$ cat src/rtl/uart_pkg.sv
// Shared encodings for the UART echo path: mode selects, ASCII constants and TX FSM states.
package uart_pkg;

    localparam logic [1:0] MODE_RAW   = 2'd0;
    localparam logic [1:0] MODE_UPPER = 2'd1;
    localparam logic [1:0] MODE_CRLF  = 2'd2;
    localparam logic [1:0] MODE_SINK  = 2'd3;

    localparam logic [7:0] CR = 8'h0D;
    localparam logic [7:0] LF = 8'h0A;

    typedef enum logic [2:0] {
        StIdle,
        StLoad,
        StSend,
        StDone,
        StLf
    } tx_state_e;

endpackage

$ cat src/rtl/sync_fifo.sv
// Single-clock FIFO with AW+1-bit pointers; the extra MSB tells full from empty.
module sync_fifo #(
    parameter int unsigned W  = 8,
    parameter int unsigned AW = 4
) (
    input  logic          clk_i,
    input  logic          srst_ni,
    input  logic          push_i,
    input  logic [W-1:0]  wdata_i,
    input  logic          pop_i,
    output logic [W-1:0]  rdata_o,
    output logic          full_o,
    output logic          empty_o,
    output logic [AW:0]   level_o
);

    localparam logic [AW:0] PtrOne = (AW + 1)'(1);

    logic [W-1:0] mem_q [2**AW];
    logic [AW:0]  wptr_q, wptr_d;
    logic [AW:0]  rptr_q, rptr_d;
    logic         do_push, do_pop;

    assign empty_o = (wptr_q == rptr_q);
    assign full_o  = (wptr_q[AW] != rptr_q[AW]) && (wptr_q[AW-1:0] == rptr_q[AW-1:0]);
    assign level_o = wptr_q - rptr_q;
    assign rdata_o = mem_q[rptr_q[AW-1:0]];

    // Fullness is judged before any same-cycle pop, so a push into a full FIFO is refused.
    assign do_push = push_i && !full_o;
    assign do_pop  = pop_i && !empty_o;

    always_comb begin
        wptr_d = wptr_q;
        rptr_d = rptr_q;
        if (do_push) wptr_d = wptr_q + PtrOne;
        if (do_pop)  rptr_d = rptr_q + PtrOne;
    end

    always_ff @(posedge clk_i) begin
        if (!srst_ni) begin
            wptr_q <= '0;
            rptr_q <= '0;
        end else begin
            wptr_q <= wptr_d;
            rptr_q <= rptr_d;
        end
    end

    always_ff @(posedge clk_i) begin
        if (do_push) mem_q[wptr_q[AW-1:0]] <= wdata_i;
    end

endmodule

$ cat src/rtl/uart_echo_fifo.sv
// Buffered echo engine: edge-captures RX bytes into a FIFO and drains them to the UART
// transmitter with optional uppercase / CR->CRLF transforms and saturating status counters.
module uart_echo_fifo
    import uart_pkg::*;
#(
    parameter int unsigned W       = 8,
    parameter int unsigned AW      = 4,
    parameter int unsigned CW      = 8,
    parameter bit          DropErr = 1'b1
) (
    input  logic          clk,
    input  logic          reset,
    input  logic [W-1:0]  rx_data,
    input  logic          rx_ready,
    input  logic          rx_err,
    output logic [W-1:0]  tx_data,
    output logic          tx_send,
    input  logic          tx_busy,
    input  logic [1:0]    mode,
    output logic [AW:0]   fifo_level,
    output logic          overflow,
    output logic [CW-1:0] drop_count,
    output logic [CW-1:0] err_count
);

    localparam logic [CW-1:0] CntMax = '1;
    localparam logic [CW-1:0] CntOne = CW'(1);

    tx_state_e     state_q, state_d;
    logic [W-1:0]  tx_data_q, tx_data_d;
    logic          tx_send_q, tx_send_d;
    logic          cr_q, cr_d;
    logic          rx_ready_q, rx_err_q;
    logic          overflow_q, overflow_d;
    logic [CW-1:0] drop_q, drop_d;
    logic [CW-1:0] err_q, err_d;

    logic          capture, err_drop, fifo_push, fifo_pop;
    logic          fifo_full, fifo_empty;
    logic [W-1:0]  fifo_head, head_xf;

    assign capture   = rx_ready && !rx_ready_q;
    assign err_drop  = DropErr && rx_err;
    assign fifo_push = capture && !fifo_full && !err_drop;

    sync_fifo #(
        .W  (W),
        .AW (AW)
    ) u_fifo (
        .clk_i   (clk),
        .srst_ni (reset),
        .push_i  (fifo_push),
        .wdata_i (rx_data),
        .pop_i   (fifo_pop),
        .rdata_o (fifo_head),
        .full_o  (fifo_full),
        .empty_o (fifo_empty),
        .level_o (fifo_level)
    );

    always_comb begin
        drop_d     = drop_q;
        overflow_d = overflow_q;
        err_d      = err_q;
        if (capture && (fifo_full || err_drop)) begin
            if (drop_q != CntMax) drop_d = drop_q + CntOne;
            if (fifo_full) overflow_d = 1'b1;
        end
        if (rx_err && !rx_err_q && (err_q != CntMax)) err_d = err_q + CntOne;
    end

    // FIFO keeps raw bytes; the transform is applied only as the head is loaded for TX.
    always_comb begin
        head_xf = fifo_head;
        if ((mode == MODE_UPPER) && (fifo_head >= W'(8'h61)) && (fifo_head <= W'(8'h7A))) begin
            head_xf = fifo_head - W'(8'h20);
        end
    end

    always_comb begin
        state_d   = state_q;
        tx_data_d = tx_data_q;
        tx_send_d = tx_send_q;
        cr_d      = cr_q;
        fifo_pop  = 1'b0;
        case (state_q)
            StIdle: begin
                if (!fifo_empty) begin
                    if (mode == MODE_SINK) fifo_pop = 1'b1;
                    else if (!tx_busy)     state_d = StLoad;
                end
            end
            StLoad: begin
                tx_data_d = head_xf;
                tx_send_d = 1'b1;
                cr_d      = (fifo_head == W'(CR));
                fifo_pop  = 1'b1;
                state_d   = StSend;
            end
            StSend: begin
                if (tx_busy) begin
                    tx_send_d = 1'b0;
                    state_d   = StDone;
                end
            end
            StDone: begin
                if (!tx_busy) state_d = ((mode == MODE_CRLF) && cr_q) ? StLf : StIdle;
            end
            StLf: begin
                if (!tx_busy) begin
                    tx_data_d = W'(LF);
                    tx_send_d = 1'b1;
                    cr_d      = 1'b0;
                    state_d   = StSend;
                end
            end
            default: state_d = StIdle;
        endcase
    end

    always_ff @(posedge clk) begin
        if (!reset) begin
            state_q    <= StIdle;
            tx_data_q  <= '0;
            tx_send_q  <= 1'b0;
            cr_q       <= 1'b0;
            rx_ready_q <= 1'b0;
            rx_err_q   <= 1'b0;
            overflow_q <= 1'b0;
            drop_q     <= '0;
            err_q      <= '0;
        end else begin
            state_q    <= state_d;
            tx_data_q  <= tx_data_d;
            tx_send_q  <= tx_send_d;
            cr_q       <= cr_d;
            rx_ready_q <= rx_ready;
            rx_err_q   <= rx_err;
            overflow_q <= overflow_d;
            drop_q     <= drop_d;
            err_q      <= err_d;
        end
    end

    assign tx_data    = tx_data_q;
    assign tx_send    = tx_send_q;
    assign overflow   = overflow_q;
    assign drop_count = drop_q;
    assign err_count  = err_q;

endmodule

$ cat config.mk
export PLATFORM = sky130hd
export DESIGN_NAME = uart_echo_fifo
export DESIGN_NICKNAME = d
export VERILOG_FILES = /design/src/rtl/uart_pkg.sv /design/src/rtl/sync_fifo.sv /design/src/rtl/uart_echo_fifo.sv
export SDC_FILE = /design/constraint.sdc
export NUM_CORES = 1
export LEC_CHECK = 0
export CAP_MARGIN = 0
export CORE_AREA = 3 3 130 101
export CTS_CLUSTER_DIAMETER = 60
export DETAILED_ROUTE_END_ITERATION = 8
export DIE_AREA = 0 0 133 104
export PLACE_DENSITY_LB_ADDON = 0.08
export SYNTH_ARGS = -nofsm -noshare
export SYNTH_HDL_FRONTEND = slang
export SYNTH_SLANG_ARGS = --single-unit
$ cat constraint.sdc
create_clock -name clk -period 7.3 [get_ports clk]
set_input_delay 1.46 -clock clk [delete_from_list [all_inputs] [get_ports clk]]
set_output_delay 1.46 -clock clk [all_outputs]
set_load 0.01 [all_outputs]
==> results.md, run 1 <==
* Outcome: finished clean
* Net Count, Synth at 479
* TritonCTS buffer count at 17
* Sequential share of power at 50.6%
* Placed cell count at 647
* Worst Path Arrival at 4.04 ns
* PD cells at 257 nW/um^2
* Area growth from synthesis to layout at 16.6%
* 1st-iter DRT viols at 364
* Hold_ws at 0.456 ns
* Layout Skew at 0.0122 ns
* Post-Layout Cell Count at 679
* Clk slew on worst S/H paths at 0.07 ns
* Die Y at 104 um
* Setup CP Type: in -> reg
* Row count at 35
* Mapped Area at 7130 um^2
* Port buffer count at 45
* Detailed Route WL at 14.4 mm
* Post-cts sizing count at 0
* Synth area leader: edfxtp_1
* First-pass GRT wire length at 22.9 mm
* Net Sw Power at 457 uW
* Post-DP HPWL at 9.28 mm
* Most frequent cell after synthesis: edfxtp_1
* # DRC at 0
* CP max-delay cell: nor3_1
* # setup viols final at 0
* Synth area leaders: edfxtp_1, dfxtp_1, mux4_2
* Worst slew pin tran at 1.10 ns
* Pre-antenna DRT Iters at 5
* Yosys warning count at 0
* DR WL/cell at 21.2 um
* TritonCTS Sinks at 174
* Fin. max-slew vios at 0
* Fmax at 250 MHz
* Vias per cell at 5.92
* Worst Path Buf+Inv at 1
* Critical Path RT at 7.34 ns
* Root Buffer: clkbuf_16
* Via Count at 4023
* I/O pin cnt at 46
* RSZ-0062 raised after global routing: no
* Clk buf depth at 2
* TritonCTS clock tree: built
* Share of the synthesized area in the top cell type at 53.9%
* Filler Cell Count at 781
* Max-Cap Viols at 0
* Starting Density at 59.2%
* Setup total negative slack at 0 ns
* CP top delay family: simple AND/OR/NAND/NOR gates
* Clk Latency, worst-skew pair at 0.42 ns
* Clk pwr share at 42.6%
* Fin crit period at 4.01 ns
* Gr ovfl total at 0
* Worst vdd ir at 0.000174 V
* Post-CTS setup buffer count at 0
* Gr usage total at 22.2%
* Final nets at 528
* Slew headroom at 26.4%
* H-tree depth at 4
* Die ar. at 13800 um^2
* Hold Crit Class: reg -> reg
* Final Cycle Share at 54.9%
* Hold Fails Final Rpt at 0
* Mapped Avg Cell Area at 15.8 um^2
* Sw Share at 21.4%
* Comb power frac at 6.8%
* Unique masters post-synth at 52
* Setup crit start kind: input pin
* Seq. cell area at 4770 um^2
* Vias in the first global route at 4055
* GP Congestion at 0.771
* Syn Inst Count at 451
* Post-synth ARST share at 0%
* Commonest cells post-synth: edfxtp_1, dfxtp_1, mux4_2
* CP max FO at 8
* Leak at 2.76 nW
* Pin count of the biggest net entering global routing at 46
* Detail Route Antenna Nets at 0
* Worst setup EP type: flip-flop
* Hold_buf cts at 0
* Share of post-route cells with drive strength above 1 at 12.7%
* Crit-path cells: clkdlybuf4s50_1 > nand2b_1 > a211oi_1 > nand2_1 > nor3_1
* Initial antenna violation count at 0
* N_diodes at 0
* Core area at 12000 um^2
* FF+latch count, synth at 174
* Width of the chip at 133 um
* Multi-input gate area at 2230 um^2
* EDFF count, synth at 128
* Ys flop type: edfxtp_1
* Seq/Total Area, Yosys at 66.8%
* Cell Int Power at 1.68 mW
* Crit-path max cell delay at 0.85 ns
[power by group through the flow]
stage / registers (mW) / clock network (mW) / logic [mW]
after floorplan: 1.10 / 0 / 0.0891
after global placement: 1.10 / 0 / 0.143
after detailed placement: 1.10 / 0 / 0.146
after CTS: 1.08 / 0.921 / 0.147
after global routing: 1.08 / 0.963 / 0.160
final: 1.08 / 0.908 / 0.146
[cells in the final DEF, fill, tap and decap left out, types with 15 or more instances in the layout]
cell type	count
edfxtp_1	128
dfxtp_1	45
clkdlybuf4s50_1	45
mux4_2	25
and2_1	24
nand2_1	24
nor2_1	21
clkbuf_16	17
xnor2_1	16
a22oi_1	15
[final cells by class]
class                   count  share of cell area [%]
clock buffers              18                    5.16
clock inverters            14                    1.97
inverters                  10                   0.452
multi-input cells         248                    26.8
flip-flops and latches    174                    57.3
well taps                 166                    2.50
repair buffers             49                    5.78
[per-layer routing]
| metal | global-route usage (%) | wire length (um) | share of wire (%) |
|---|---|---|---|
| met3 | 7.93 | 1150 | 8.0 |
| met2 | 31.4 | 6440 | 45 |
| met1 | 32.4 | 6570 | 46 |
| met4 | 7.20 | 197 | 1.4 |
| met5 | 0 | 0 | 0 |
[state kept, by name, summed over array words and instances (netlist names), named ones only]
name,cells
overflow,1
u_fifo.mem_q,128
u_fifo.rptr_q,5
rx_err_q,1
cr_q,1
tx_data,8
rx_ready_q,1
tx_send,1
u_fifo.wptr_q,5
drop_count,8
state_q,3
err_count,8
[worst paths after layout]
kind,startpoint,slack (ns),cells past startpoint,endpoint
min,cr_q$_SDFFE_PN0P_,0.46,2,cr_q$_SDFFE_PN0P_
max,rx_ready,3.29,5,u_fifo.mem_q[3][2]$_DFFE_PP_
max reg2reg,u_fifo.wptr_q[2]$_SDFFE_PN0P_,3.66,5,u_fifo.mem_q[3][2]$_DFFE_PP_
min reg2reg,cr_q$_SDFFE_PN0P_,0.46,2,cr_q$_SDFFE_PN0P_
[worst register-to-register path, cell delays in order, from the launching register on]
cell and delay, ns:
dfxtp_1 0.61, ha_1 0.38, and4_1 0.24, a211oi_1 0.81
nand2_1 0.37, nor3_1 0.85
[per-stage QoR]
| step | power (mW) | cell area (um^2) | setup slack, ns | util [%] |
|---|---|---|---|---|
| 2_1_floorplan | 1.19 | 7130 | 3.88 | - |
| 3_3_place_gp | 1.24 | 7720 | 2.93 | 64.1 |
| 3_5_place_dp | 1.25 | 7720 | 2.80 | 64.1 |
| 4_1_cts | 2.15 | 8310 | 3.23 | 69.0 |
| 5_1_grt | 2.20 | 8310 | 2.94 | 69.0 |
| 6_report | 2.13 | 8310 | 3.29 | 69.0 |
[cell families (layout without fill, tap and decap cells)]
kind of cell | Yosys count | count (layout) | synth area share (%)
compound gates | 51 | 51 | 5.48
simple gates | 125 | 125 | 9.53
mux | 35 | 35 | 10.9
buf+inv | 29 | 91 | 1.93
flops | 174 | 174 | 66.8
xor+xnor | 24 | 24 | 2.95
fa+ha+maj | 13 | 13 | 2.39
Power figures use the tool's default switching activity.
==> run 2, diff against run 1 <==
- CORE_AREA: 3 3 130 101 -> 3 3 131 102
- DIE_AREA: 0 0 133 104 -> 0 0 134 105
- clock period: 7.3 -> 3.9 ns (I/O delays scaled with it)
==> results.md, run 2 (same netlist as run 1, synthesis figures left out) <==
* Via Count at 4081 (+1.4%)
* N_diodes at 0 (unchanged)
* Worst setup EP type: output pin
* Critical Path RT at 3.12 ns (-4.22 ns)
* Leak at 2.84 nW (+3.0%)
* Area growth from synthesis to layout at 18.0%
* Die ar. at 14100 um^2 (+1.7%)
* Setup crit start kind: flip-flop
* Worst vdd ir at 0.000295 V (+70%)
* Clk Latency, worst-skew pair at 0.42 ns (about the same)
* Port buffer count at 45 (unchanged)
* Detailed Route WL at 14.5 mm (+0.66%)
* Vias per cell at 5.87 (-0.89%)
* Post-DP HPWL at 9.48 mm (+2.1%)
* Pin count of the biggest net entering global routing at 46 (unchanged)
* Starting Density at 58.8% (-0.43 points)
* Max-Cap Viols at 0 (unchanged)
* Fin crit period at 3.34 ns
* DR WL/cell at 20.8 um (-1.7%)
* # setup viols final at 0 (unchanged)
* Hold Crit Class: reg -> reg
* Fin. max-slew vios at 0 (unchanged)
* Leading cell type in the layout, fill and taps excluded: edfxtp_1
* Width of the chip at 134 um (+0.75%)
* CP max FO at 4 (-4)
* Final Cycle Share at 85.7%
* Setup total negative slack at 0 ns (unchanged)
* TritonCTS clock tree: built
* Pre-antenna DRT Iters at 4 (-1)
* Post-Layout Cell Count at 695 (+2.4%)
* Slew headroom at 35.0% (+8.6 points)
* 1st-iter DRT viols at 332 (-8.8%)
* Die Y at 105 um (+0.96%)
* TritonCTS buffer count at 17 (unchanged)
* Final nets at 544 (+3.0%)
* Post-CTS setup buffer count at 0 (unchanged)
* Worst Path Arrival at 2.56 ns (-1.48 ns)
* GP Congestion at 0.761 (-1.3%)
* Worst slew pin tran at 0.974 ns (-0.122 ns)
* RSZ-0062 raised after global routing: no
* First-pass GRT wire length at 23.0 mm (+0.21%)
* Placed cell count at 663 (+2.5%)
* Max FFs per register at 128 (unchanged)
* Most frequent cells in the layout: edfxtp_1, dfxtp_1, clkdlybuf4s50_1
* Post-cts sizing count at 0 (unchanged)
* Detail Route Antenna Nets at 0 (unchanged)
* Hold Fails Final Rpt at 0 (unchanged)
* Row count at 35 (unchanged)
* Layout Skew at 0.0100 ns (-0.00216 ns)
* TritonCTS Sinks at 174 (unchanged)
* Hold_buf cts at 0 (unchanged)
* Core area at 12100 um^2 (+0.73%)
* Fmax at 299 MHz
* # DRC at 0 (unchanged)
* Gr ovfl total at 0 (unchanged)
* Gr usage total at 21.9% (-0.32 points)
* Utilization after layout at 69.3% (+0.31 points)
* Clk buf depth at 2 (unchanged)
* H-tree depth at 4 (unchanged)
* I/O pin cnt at 46 (unchanged)
* Initial antenna violation count at 0 (unchanged)
* Setup CP Type: reg -> out
* Root Buffer: clkbuf_16
* Outcome: finished clean
* PD cells at 467 nW/um^2 (+82%)
* Vias in the first global route at 4125 (+1.7%)
* Share of post-route cells with drive strength above 1 at 15.5% (+2.8 points)
* Clk slew on worst S/H paths at 0.06 ns (about the same)
-- run 2: layout make-up --
type	instances	area [um^2]
sequential	174	4770
fill	828	3720
multi-input combinational	248	2230
timing repair buffer	65	601
clock buffer	19	433
tap	166	208
clock inverter	13	138
inverter	10	37.5
-- run 2: power breakdown --
part           switching, mW  internal, mW  total [mW]
Combinational          0.134         0.131       0.265
Clock                  0.690         0.944        1.63
Sequential            0.0223          2.00        2.03
-- run 2: path summary, 6_finish.rpt --
kind	start	endpoint	slack, ns	cells after the start
min	overflow$_SDFFE_PN0P_	overflow$_SDFFE_PN0P_	0.48	1
max reg2reg	flip-flop	cr_q$_SDFFE_PN0P_	0.85	7
min reg2reg	overflow$_SDFFE_PN0P_	overflow$_SDFFE_PN0P_	0.48	1
max	u_fifo.wptr_q[0]$_SDFFE_PN0P_	fifo_level[4]	0.56	8
-- run 2: critical path: stages, from the launching register on --
cell and delay, ns:
dfxtp_1 0.39, inv_1 0.13, ha_1 0.23, fa_1 0.42, inv_1 0.07, a21o_1 0.11, a21oi_1 0.07, xor2_1 0.15
clkdlybuf4s50_1 0.56
-- run 2: metrics by stage --
stage / setup slack, ns / power (mW) / cell area, um^2 / hold slack, ns
5_1_grt: 0.448 / 4.06 / 8410 / 0.512
4_1_cts: 0.533 / 3.95 / 8410 / 0.485
3_5_place_dp: 0.896 / 2.33 / 7840 / 0.471
6_report: 0.559 / 3.93 / 8410 / 0.478
3_3_place_gp: 0.940 / 2.32 / 7840 / 0.452
2_1_floorplan: 1.04 / 2.23 / 7130 / 0.431
-- run 2: routing by layer --
layer / vias up / share of wire [%] / GRT usage [%] / routed length (um)
li1: 1869 / - / - / -
met1: 2092 / 46 / 31.8 / 6590
met2: 106 / 47 / 33.0 / 6860
met3: 14 / 5.8 / 5.87 / 843
met4: 0 / 1.2 / 5.95 / 171
met5: - / 0 / 0 / 0
